<file path="src/rtl/fft_mag_streamer.sv">
// Squares FFT bins into an N-entry frame buffer and streams each complete frame, followed by GAP idle cycles.
// Define MAG_SAT_EN to saturate scaled magnitudes at 2^W-1; the default build truncates to the low W bits.
module fft_mag_streamer #(
   parameter int W     = 16,
   parameter int N     = 8,
   parameter int IN_W  = 16,
   parameter int SHIFT = 8,
   parameter int GAP   = 2
) (
   input  logic                   clk,
   input  logic                   reset,
   input  logic                   in_valid,
   output logic                   in_ready,
   input  logic signed [IN_W-1:0] in_re,
   input  logic signed [IN_W-1:0] in_im,
   input  logic                   in_last,
   output logic                   mag_valid,
   output logic [W-1:0]           mag_sq,
   output logic                   frame_start,
   output logic                   frame_err
);

   localparam int CNT_W = $clog2(N);
   localparam int GAP_W = (GAP > 1) ? $clog2(GAP) : 1;
   localparam int SQ_W  = 2 * IN_W + 1;

   typedef enum logic [1:0] {FILL, STREAM, DRAIN_GAP} state_t;

   state_t             state_q, state_d;
   logic [CNT_W-1:0]   bin_cnt_q, bin_cnt_d;
   logic [CNT_W-1:0]   rd_cnt_q, rd_cnt_d;
   logic [GAP_W-1:0]   gap_cnt_q, gap_cnt_d;
   logic               in_ready_q, in_ready_d;
   logic               mag_valid_q, mag_valid_d;
   logic [W-1:0]       mag_sq_q, mag_sq_d;
   logic               frame_start_q, frame_start_d;
   logic               frame_err_q, frame_err_d;
   logic               wr_en;
   logic [W-1:0]       mem_q [N];

   logic signed [2*IN_W-1:0] re_x, im_x, re_sq, im_sq;
   logic [SQ_W-1:0]          sq, sq_shift;
   logic [W-1:0]             mag;
   logic                     accept;

   assign accept = in_valid && in_ready_q;

   // Sign-extend first so the product is formed at full width with no wrap for the most negative input.
   assign re_x     = {{IN_W{in_re[IN_W-1]}}, in_re};
   assign im_x     = {{IN_W{in_im[IN_W-1]}}, in_im};
   assign re_sq    = re_x * re_x;
   assign im_sq    = im_x * im_x;
   assign sq       = SQ_W'($unsigned(re_sq)) + SQ_W'($unsigned(im_sq));
   assign sq_shift = sq >> SHIFT;

`ifdef MAG_SAT_EN
   assign mag = (sq_shift > SQ_W'({W{1'b1}})) ? {W{1'b1}} : sq_shift[W-1:0];
`else
   assign mag = W'(sq_shift);
`endif

   // NOTE: every variable gets a default before the case so no path leaves one unassigned (no latches).
   always_comb begin
      state_d       = state_q;
      bin_cnt_d     = bin_cnt_q;
      rd_cnt_d      = rd_cnt_q;
      gap_cnt_d     = gap_cnt_q;
      mag_valid_d   = 1'b0;
      mag_sq_d      = '0;
      frame_start_d = 1'b0;
      frame_err_d   = 1'b0;
      wr_en         = 1'b0;
      case (state_q)
         FILL: begin
            if (accept) begin
               wr_en = 1'b1;
               if (bin_cnt_q == CNT_W'(N - 1)) begin
                  // Bin 0 leaves on the same edge that captures bin N-1.
                  state_d       = STREAM;
                  bin_cnt_d     = '0;
                  rd_cnt_d      = CNT_W'(1);
                  mag_valid_d   = 1'b1;
                  mag_sq_d      = mem_q[0];
                  frame_start_d = 1'b1;
                  frame_err_d   = !in_last;
               end else if (in_last) begin
                  bin_cnt_d   = '0;
                  frame_err_d = 1'b1;
               end else begin
                  bin_cnt_d = bin_cnt_q + CNT_W'(1);
               end
            end
         end
         STREAM: begin
            if (rd_cnt_q == '0) begin
               state_d   = DRAIN_GAP;
               gap_cnt_d = '0;
            end else begin
               mag_valid_d = 1'b1;
               mag_sq_d    = mem_q[rd_cnt_q];
               rd_cnt_d    = rd_cnt_q + CNT_W'(1);
            end
         end
         DRAIN_GAP: begin
            if (gap_cnt_q == GAP_W'(GAP - 1)) begin
               state_d   = FILL;
               gap_cnt_d = '0;
            end else begin
               gap_cnt_d = gap_cnt_q + GAP_W'(1);
            end
         end
         default: state_d = FILL;
      endcase
      in_ready_d = (state_d == FILL);
   end

   // NOTE: sequential state uses non-blocking assignments so every register samples pre-edge values.
   always_ff @(posedge clk or posedge reset) begin
      if (reset) begin
         state_q       <= FILL;
         bin_cnt_q     <= '0;
         rd_cnt_q      <= '0;
         gap_cnt_q     <= '0;
         in_ready_q    <= 1'b1;
         mag_valid_q   <= 1'b0;
         mag_sq_q      <= '0;
         frame_start_q <= 1'b0;
         frame_err_q   <= 1'b0;
      end else begin
         state_q       <= state_d;
         bin_cnt_q     <= bin_cnt_d;
         rd_cnt_q      <= rd_cnt_d;
         gap_cnt_q     <= gap_cnt_d;
         in_ready_q    <= in_ready_d;
         mag_valid_q   <= mag_valid_d;
         mag_sq_q      <= mag_sq_d;
         frame_start_q <= frame_start_d;
         frame_err_q   <= frame_err_d;
      end
   end

   // NOTE: the frame buffer is not reset; an entry is only read after this frame has written it.
   always_ff @(posedge clk) begin
      if (wr_en) mem_q[bin_cnt_q] <= mag;
   end

   assign in_ready    = in_ready_q;
   assign mag_valid   = mag_valid_q;
   assign mag_sq      = mag_sq_q;
   assign frame_start = frame_start_q;
   assign frame_err   = frame_err_q;

endmodule

</file>
<file path="config.mk">
export PLATFORM = sky130hd
export DESIGN_NAME = fft_mag_streamer
export DESIGN_NICKNAME = d
export VERILOG_FILES = /design/src/rtl/fft_mag_streamer.sv
export SDC_FILE = /design/constraint.sdc
export NUM_CORES = 1
export LEC_CHECK = 0
export ABC_AREA = 1
export BUFFER_PORTS_ARGS = -buffer_cell sky130_fd_sc_hd__clkbuf_2
export CAP_MARGIN = 20
export CELL_PAD_IN_SITES_DETAIL_PLACEMENT = 0
export CELL_PAD_IN_SITES_GLOBAL_PLACEMENT = 1
export CORE_MARGIN = 2
export CORE_UTILIZATION = 46
export CTS_CLUSTER_DIAMETER = 30
export DETAILED_ROUTE_END_ITERATION = 10
export PLACE_DENSITY = 0.86
export SLEW_MARGIN = 10
export SYNTH_ARGS = -nofsm -noshare
export SYNTH_HDL_FRONTEND = slang
export SYNTH_SLANG_ARGS = --single-unit
</file>
<file path="constraint.sdc">
create_clock -name clk -period 1.8 [get_ports clk]
set_input_delay 0.18 -clock clk [delete_from_list [all_inputs] [get_ports clk]]
set_output_delay 0.18 -clock clk [all_outputs]
set_load 0.005 [all_outputs]
</file>
==> results.txt, run 1 <==
Min-delay worst type: primary input to flip-flop
CP Max Fanout: 8
CTS clk-pin slew, worst paths: 0.07 ns
MaxCap Viol Count: 0
Fill cells: 3463
Worst Tran Pin Value: 0.380 ns
Hold Path End: frame_err
Port buffer count: 55
First-pass GRT wire length: 78.7 mm
Syn Inst Count: 2157
Clock sinks: 157
Worst EP required: 1.98 ns
Die Height: 212 um
DRC: 0
Critical Path AT: 6.23 ns
Area fraction of the dominant cell type after synthesis: 0.371
Die Wd: 212 um
Post-synth cell types: 41
Syn avg cell area: 9.21 um^2
DR vias/cell: 4.79
Final setup fails: 128
Final Skew: 0.00994 ns
Worst-Skew Late Latency: 0.43 ns
Post-synth top area cell: fa_1
Failing checks: negative setup slack
Top post-synthesis cells by area: fa_1, edfxtp_1, inv_1, ha_1, nand2_1
CP Launch Type: primary input
Final WS setup: -4.25 ns
Yosys warns: 0
Mapped Nets: 2687
Hold_sp: in_last
Final Max Tran Viols: 0
Tcrit/Tclk final: 3.36
Initial Utilization: 0.463
Final Hold Fails: 0
Die area: 44900 um^2
Routed WL per cell: 15.6 um
Fin crit period: 6.05 ns
Site Rows: 76
CTS Root Cell: clkbuf_16
Placer congestion estimate: 0.900
Vias in the first global route: 15880
Area of the mapped netlist: 19900 um^2
Synthesis-to-finish area growth: 27.9%
Setup CP Type: primary input to flip-flop
Share of the core filled with cells: 0.593
Slew Limit Headroom: 0.746
TritonCTS clock tree: done
Hpwl dp: 38.9 mm
Critical R2R Capture: mag_sq[0]
Core area: 42900 um^2
Congestion Overflow GR: 0
Share of layout cells above drive strength 1: 0.264
IO Pins: 56
Initial antenna violation count: 0
Total Wirelength: 47.7 mm
Hold path depth: 4
First drt pass iteration count: 5
DR iter-0 viols: 865
Maximum clock insertion buffer count: 2
Final ANT Viol Nets: 0
Htree depth: 4
Hold slack final: 0.0361 ns
FF+latch count, synth: 157
Largest net degree at the start of global routing: 50
Outcome: finished, violations left
Reg2reg start: rd_cnt_q[0]
RSZ-0062 raised after global routing: yes
Post-synthesis sequential area ratio: 0.230
Register-to-Register Path Depth: 9
Vias: 14600
Crit end category: flip-flop
ANT cells: 0
Total CTS buffers: 17
Final nets: 2982
Fmax: 165 MHz
R2R Setup Slk: 0.20 ns
Total GRT Usage: 0.224
==> state kept, by name, summed over array words and instances, names as in the netlist <==
signal / count
gap_cnt_q: 1
mag_valid: 1
mem_q: 128
state_q: 2
mag_sq: 16
bin_cnt_q: 3
rd_cnt_q: 3
frame_err: 1
frame_start: 1
in_ready: 1
==> layout make-up <==
type                       instances  area (um^2)  share of cell area
clock buffer                      17          425              0.0167
clock inverter                    15          169             0.00664
inverter                         695         2620               0.103
multi-input combinational       1231        13600               0.534
sequential                       157         4570               0.180
tap                              585          732              0.0288
timing repair buffer             350         3320               0.131
==> cell usage in the layout, fill, tap and decap left out, types with 10 or more instances in the layout <==
| cell | instances |
|---|---|
| dfrtp_1 | 28 |
| nand3_1 | 31 |
| a21oi_1 | 22 |
| buf_12 | 23 |
| xor2_4 | 11 |
| xor2_1 | 10 |
| buf_8 | 10 |
| clkbuf_16 | 29 |
| inv_2 | 70 |
| fa_2 | 19 |
| o211ai_1 | 14 |
| nor2_2 | 14 |
| clkbuf_2 | 26 |
| buf_4 | 230 |
| nand2_4 | 36 |
| o21ai_0 | 91 |
| ha_1 | 105 |
| buf_6 | 36 |
| o221ai_1 | 14 |
| nand2_1 | 280 |
| edfxtp_1 | 128 |
| nand2_2 | 43 |
| ha_4 | 19 |
| fa_1 | 349 |
| inv_1 | 618 |
| nor2_1 | 86 |
==> worst max-delay path by stage <==
stage,startpoint,slack (ns),endpoint
after global routing,in_im[11],-4.43,mem_q[4][15]
after CTS,in_re[7],-4.16,mem_q[5][14]
after global placement,in_re[7],-4.78,mem_q[2][12]
final,in_im[5],-4.25,mem_q[6][15]
after floorplan,in_re[7],-4.24,mem_q[0][13]
after detailed placement,in_re[7],-4.83,mem_q[3][12]
==> kinds of logic after synthesis <==
kind of cell             count (synthesis)  synth area share
XOR/XNOR                                32            0.0141
adder cells (fa/ha/maj)                494             0.450
AND/OR/NAND/NOR                        516             0.103
buffers and inverters                  769             0.147
AO/OA/AOI/OAI                          189            0.0553
flip-flops                             157             0.230
==> per-stage QoR <==
step / std cells / area (um^2) / worst slack [ns] / setup TNS, ns
after CTS: 3037 / 25000 / -4.16 / -499.41
after global placement: 2976 / 23100 / -4.78 / -581.75
after detailed placement: 2976 / 23100 / -4.83 / -590.57
after floorplan: 2157 / 20600 / -4.24 / -518.11
after global routing: 3050 / 25400 / -4.43 / -529.87
final: 3050 / 25400 / -4.25 / -510.93
==> layer usage <==
layer / vias up / GRT usage / wire length, um
li1: 6884 / - / -
met1: 7228 / 0.285 / 19800
met2: 393 / 0.399 / 24300
met3: 95 / 0.0215 / 2040
met4: 0 / 0.0767 / 1540
met5: - / 0 / 0
==> cell usage after synthesis <==
cell,count
a211oi_1,1
ha_1,126
xor2_1,22
nand3_2,2
o21ai_2,2
dfstp_2,1
nor4_1,1
nand4_1,1
clkbuf_1,55
o22ai_1,4
xnor2_1,10
inv_2,6
o21ai_0,95
nand2_4,1
o21ai_1,6
nor2_2,1
nand3b_1,1
buf_4,3
inv_1,688
clkinv_1,1
a31o_2,2
nor3_1,8
fa_1,368
buf_6,2
or2_2,5
dfrtp_1,28
o211ai_1,14
o21a_1,3
nand2_1,352
o21bai_1,6
a31oi_1,2
buf_1,2
a21oi_1,33
buf_2,12
edfxtp_1,128
nand3_1,37
o221ai_1,14
a311oi_1,1
a21o_1,6
nand2_2,6
nor2_1,101
==> worst max-delay path, cell delays in order <==
cell       delay (ns)
clkbuf_16        0.14
buf_12           0.14
buf_6            0.11
nand2_2          0.05
inv_2            0.05
fa_2             0.40
fa_1             0.59
inv_2            0.05
fa_1             0.54
inv_2            0.05
fa_1             0.56
fa_1             0.45
fa_1             0.52
fa_1             0.53
inv_2            0.04
fa_1             0.59
inv_2            0.06
ha_4             0.30
nand2_4          0.07
nor3_4           0.20
nand2_1          0.10
nor2_2           0.13
nand2_1          0.08
nand3_2          0.09
inv_2            0.04
nand3_2          0.06
nand2_4          0.07
==> what timing repair did <==
action / in CTS / in global routing
endpoints found under the hold margin: 28 / 0
resized for setup: 240 / 115
endpoints found under the setup margin: 128 / 129
pin swaps: 109 / 71
hold buffers: 1 / 0
buffers inserted: 34 / 20
Power of run 1 is not shown: default switching activity piles up to over one toggle a cycle in this logic, so the estimate is an artifact.
==> inputs of run 2 (changes only) <==
CORE_MARGIN = 3   (was 2)
==> results.txt, run 2 (same netlist as run 1, synthesis figures left out) <==
Initial Utilization: 0.470 (+0.00618)
First-pass GRT wire length: 79.5 mm (+0.99%)
CP most frequent cell: fa_1
Register-to-Register Path Depth: 5 (-4)
Critical-path top delay cell: fa_1
Crit-path max cell delay: 0.58 ns (about the same)
Htree depth: 4 (unchanged)
CP Max Fanout: 8 (unchanged)
Max FFs per register: 128 (unchanged)
Placer congestion estimate: 0.908 (+0.92%)
Fill cells: 3337 (-3.6%)
Vias in the first global route: 15814 (-0.42%)
Port buffer count: 55 (unchanged)
IO Pins: 56 (unchanged)
Congestion Overflow GR: 0 (unchanged)
Crit path buffers/inverters: 9 (unchanged)
Most frequent cells in the layout: inv_1, fa_1, nand2_1
Setup CP Type: primary input to flip-flop
Met3 WL: 2.05 mm (+0.93%)
DR iter-0 viols: 973 (+12%)
Multi-input logic area: 13600 um^2 (+0.35%)
Vias: 14689 (+0.61%)
Final WS setup: -4.24 ns (+0.0114 ns)
Critical Path AT: 6.28 ns (+0.05 ns)
Die area: 45700 um^2 (+1.9%)
Clock sinks: 157 (unchanged)
Tcrit/Tclk final: 3.35 (-0.00635)
Final Max Tran Viols: 0 (unchanged)
Failing checks: negative setup slack
Die Height: 214 um (+0.94%)
Share of the core filled with cells: 0.605 (+0.0126)
Final ANT Viol Nets: 0 (unchanged)
Worst path depth: 26 (-3.7%)
Worst EP required: 2.04 ns (+0.06 ns)
Outcome: finished, violations left
Largest net degree at the start of global routing: 65 (+30%)
MaxCap Viol Count: 0 (unchanged)
Site Rows: 75 (-1.3%)
Share of layout cells above drive strength 1: 0.273 (+0.00885)
DR WL met2: 25.6 mm (+5.1%)
CTS Root Cell: clkbuf_16
Slew Limit Headroom: 0.657 (-0.0891)
Hpwl dp: 38.8 mm (-0.26%)
CP Launch Type: primary input
Worst Tran Pin Value: 0.515 ns (+0.135 ns)
RSZ-0062 raised after global routing: yes
Maximum clock insertion buffer count: 2 (unchanged)
Crit end category: flip-flop
TritonCTS clock tree: done
First drt pass iteration count: 5 (unchanged)
ANT cells: 0 (unchanged)
Final setup fails: 128 (unchanged)
DR vias/cell: 4.80 (+0.25%)
Core area: 42300 um^2 (-1.3%)
Top reg by flops: mem_q
Worst-Skew Late Latency: 0.43 ns (about the same)
Final nets: 3001 (+0.64%)
Post-Route M1 WL: 20.2 mm (+2.2%)
Routed WL per cell: 16.0 um (+2.2%)
Hold path depth: 4 (unchanged)
Final Hold Fails: 0 (unchanged)
CTS clk-pin slew, worst paths: 0.06 ns (about the same)
Total GRT Usage: 0.221 (-0.00269)
Delay-heaviest family, CP: adder cells
Top sig layer: met4
DRC: 0 (unchanged)
Total Wirelength: 48.9 mm (+2.5%)
Min-delay worst type: primary input to flip-flop
Register area: 4570 um^2 (unchanged)
Initial antenna violation count: 0 (unchanged)
Total CTS buffers: 17 (unchanged)
Final Skew: 0.00859 ns (-0.00136 ns)
Fmax: 166 MHz (+0.19%)
Post-place setup slack: -4.95 ns (-0.124 ns)
Fin crit period: 6.04 ns (-0.0114 ns)
Die Wd: 214 um (+0.94%)
Hold slack final: 0.0205 ns (-0.0157 ns)
Most common cell after layout, fill and taps aside: inv_1
Synthesis-to-finish area growth: 28.9%
run 2: area by class of cell:
| class | instances | share of cell area |
|---|---|---|
| flip-flops and latches | 157 | 0.178 |
| inverters | 695 | 0.103 |
| multi-input cells | 1231 | 0.532 |
| repair buffers | 369 | 0.135 |
| clock buffers | 17 | 0.0166 |
| well taps | 577 | 0.0282 |
| clock inverters | 15 | 0.00698 |
run 2: what timing repair did:
item                       in CTS  in global routing
setup buffers                  33                 22
gates cloned                    1                  0
pin swaps                      91                 92
hold endpoints to repair       28                  0
hold buffers                    1                  0
setup endpoints to repair     128                132
gates resized for setup       239                131
run 2: routing by layer:
layer,GRT usage,vias to the layer above
li1,-,6926
met1,0.285,7278
met2,0.404,411
met3,0.0214,74
met4,0.0506,0
met5,0,-
run 2: metrics by stage:
stage	cells	setup TNS, ns	cell area (um^2)
after floorplan	2157	-518.11	20600
after global placement	2977	-585.54	23100
after detailed placement	2977	-598.13	23100
after CTS	3042	-499.23	25100
after global routing	3061	-530.21	25600
final	3061	-511.59	25600
run 2: tightest hold or removal path, delay by kind of cell:
family,cells,cell delay (ns)
buffers and inverters,1,0.09
AND/OR/NAND/NOR,3,0.13
run 2: path summary, 6_finish.rpt:
kind                             start           end  slack, ns
max in group asynchronous        reset      in_ready       1.16
max                          in_re[10]  mem_q[0][14]      -4.24
min reg2reg                  gap_cnt_q     gap_cnt_q       0.51
min                            in_last     frame_err       0.02
min in group asynchronous        reset    mag_sq[11]       0.35
max reg2reg                rd_cnt_q[0]     mag_sq[6]       0.15
Power of run 2 is left out for the same reason.
==> inputs of run 3 (changes only) <==
ABC_CLOCK_PERIOD_IN_PS = 1800   (was not set)
CELL_PAD_IN_SITES_DETAIL_PLACEMENT = 2   (was 0)
CELL_PAD_IN_SITES_GLOBAL_PLACEMENT = 2   (was 1)
CORE_UTILIZATION = 38   (was 46)
SLEW_MARGIN = 25   (was 10)
==> results.txt, run 3 (same netlist as run 1, synthesis figures left out) <==
Die Height: 235 um (+9.7%)
Die area: 55100 um^2 (+20%)
Hold_sp: in_last
CTS Root Cell: clkbuf_16
Failing checks: negative setup slack
DR vias/cell: 5.56 (+16%)
Total GRT Usage: 0.316 (+0.0952)
Setup CP Type: primary input to flip-flop
Fmax: 143 MHz (-14%)
Tcrit/Tclk final: 3.88 (+0.524)
First drt pass iteration count: 5 (unchanged)
DR iter-0 viols: 1334 (+37%)
Crit end category: flip-flop
MaxCap Viol Count: 0 (unchanged)
Final Hold Fails: 0 (unchanged)
Site Rows: 83 (+11%)
Critical Path AT: 7.21 ns (+0.93 ns)
Largest net degree at the start of global routing: 74 (+14%)
Final WS setup: -5.18 ns (-0.943 ns)
Final ANT Viol Nets: 0 (unchanged)
Placement Cell Area: 23300 um^2 (+0.59%)
Worst Tran Pin Value: 0.576 ns (+0.0607 ns)
Initial Utilization: 0.386 (-0.0838)
Clock sinks: 157 (unchanged)
Die Wd: 235 um (+9.7%)
IO Pins: 56 (unchanged)
CP Launch Type: primary input
Placer congestion estimate: 0.841 (-7.4%)
Initial antenna violation count: 3 (+3)
Share of layout cells above drive strength 1: 0.269 (-0.00362)
Reg2reg start: rd_cnt_q[0]
Final Max Tran Viols: 0 (unchanged)
Total Wirelength: 105 mm (+110%)
Top reg by flops: mem_q
Htree depth: 4 (unchanged)
Worst EP required: 2.03 ns (about the same)
Fin crit period: 6.98 ns (+0.943 ns)
Slew Limit Headroom: 0.616 (-0.0405)
TritonCTS clock tree: done
Design Area, Final: 25400 um^2 (-0.84%)
R2R Setup Slk: 0.03 ns (-0.12 ns)
Final setup fails: 128 (unchanged)
Fin cells: 3141 (+2.6%)
Total CTS buffers: 17 (unchanged)
Congestion Overflow GR: 0 (unchanged)
Min-delay worst type: primary input to flip-flop
Placed Instances: 3076 (+3.3%)
RSZ-0062 raised after global routing: yes
Most frequent cells in the layout: inv_1, fa_1, nand2_1
Worst Setup SP: in_re[15]
Routed WL per cell: 33.4 um (+110%)
CTS clk-pin slew, worst paths: 0.07 ns (about the same)
Worst-Skew Late Latency: 0.44 ns (about the same)
Vias in the first global route: 20204 (+28%)
Most common cell after layout, fill and taps aside: inv_1
Final Skew: 0.0162 ns (+0.00765 ns)
Port buffer count: 55 (unchanged)
CP Max Fanout: 8 (unchanged)
First-pass GRT wire length: 129 mm (+63%)
Max FFs per register: 128 (unchanged)
Hpwl dp: 71.8 mm (+85%)
Maximum clock insertion buffer count: 2 (unchanged)
Synthesis-to-finish area growth: 27.8%
Outcome: finished, violations left
Vias: 17463 (+19%)
Core area: 51500 um^2 (+22%)
DRC: 0 (unchanged)
Final nets: 2975 (-0.87%)
-- run 3: metrics by stage --
stage | worst slack [ns] | TNS, ns | utilization | hold WS (ns)
after floorplan | -4.24 | -518.11 | - | 0.257
after global placement | -4.97 | -594.57 | 0.451 | 0.250
after detailed placement | -5.91 | -661.84 | 0.451 | 0.281
after CTS | -4.71 | -565.39 | 0.477 | 0.0167
after global routing | -5.50 | -627.32 | 0.493 | 0.0418
final | -5.18 | -604.79 | 0.493 | 0.0336
-- run 3: layout make-up --
| cell class | instances | area (um^2) |
|---|---|---|
| Antenna cell | 3 | 7.51 |
| Multi-Input combinational cell | 1231 | 13700 |
| Fill cell | 5417 | 26100 |
| Timing Repair Buffer | 343 | 3060 |
| Inverter | 695 | 2640 |
| Sequential cell | 157 | 4570 |
| Clock inverter | 14 | 193 |
| Tap cell | 680 | 851 |
| Clock buffer | 18 | 429 |
-- run 3: final timing paths --
path	endpoint	depth (start not counted)
min reg2reg	gap_cnt_q	2
max	mem_q[0][14]	20
max in group asynchronous	in_ready	4
max reg2reg	mag_sq[11]	5
min	frame_err	4
min in group asynchronous	rd_cnt_q[2]	4
-- run 3: worst max-delay path, cell delays in order --
cell and delay, ns:
clkbuf_4 0.16, buf_4 0.16, nand2_1 0.09, inv_2 0.09, fa_2 0.67, fa_2 0.53
fa_1 0.64, inv_2 0.09, fa_1 0.66, fa_1 0.52, fa_1 0.63, fa_1 0.50
fa_2 0.62, inv_1 0.12, ha_4 0.26, inv_2 0.11, o21ai_1 0.20, a211oi_4 0.42
nand3_4 0.19, xor2_4 0.34
-- run 3: timing repair --
item,in CTS,in global routing
buffers inserted,7,25
hold buffers,1,0
resized for setup,164,216
endpoints found under the hold margin,28,0
setup endpoints to repair,128,180
gates cloned,0,0
pin swaps,68,140
-- run 3: metal layers --
metal  share of wire  vias up  global-route usage  wire length [um]
li1                -     6859                   -                 -
met1            0.32     9034               0.313             33100
met2            0.52      980               0.612             54700
met3           0.058      590              0.0430              6110
met4            0.10        0               0.203             10900
met5               0        -                   0                 0
Power of run 3 is left out for the same reason.
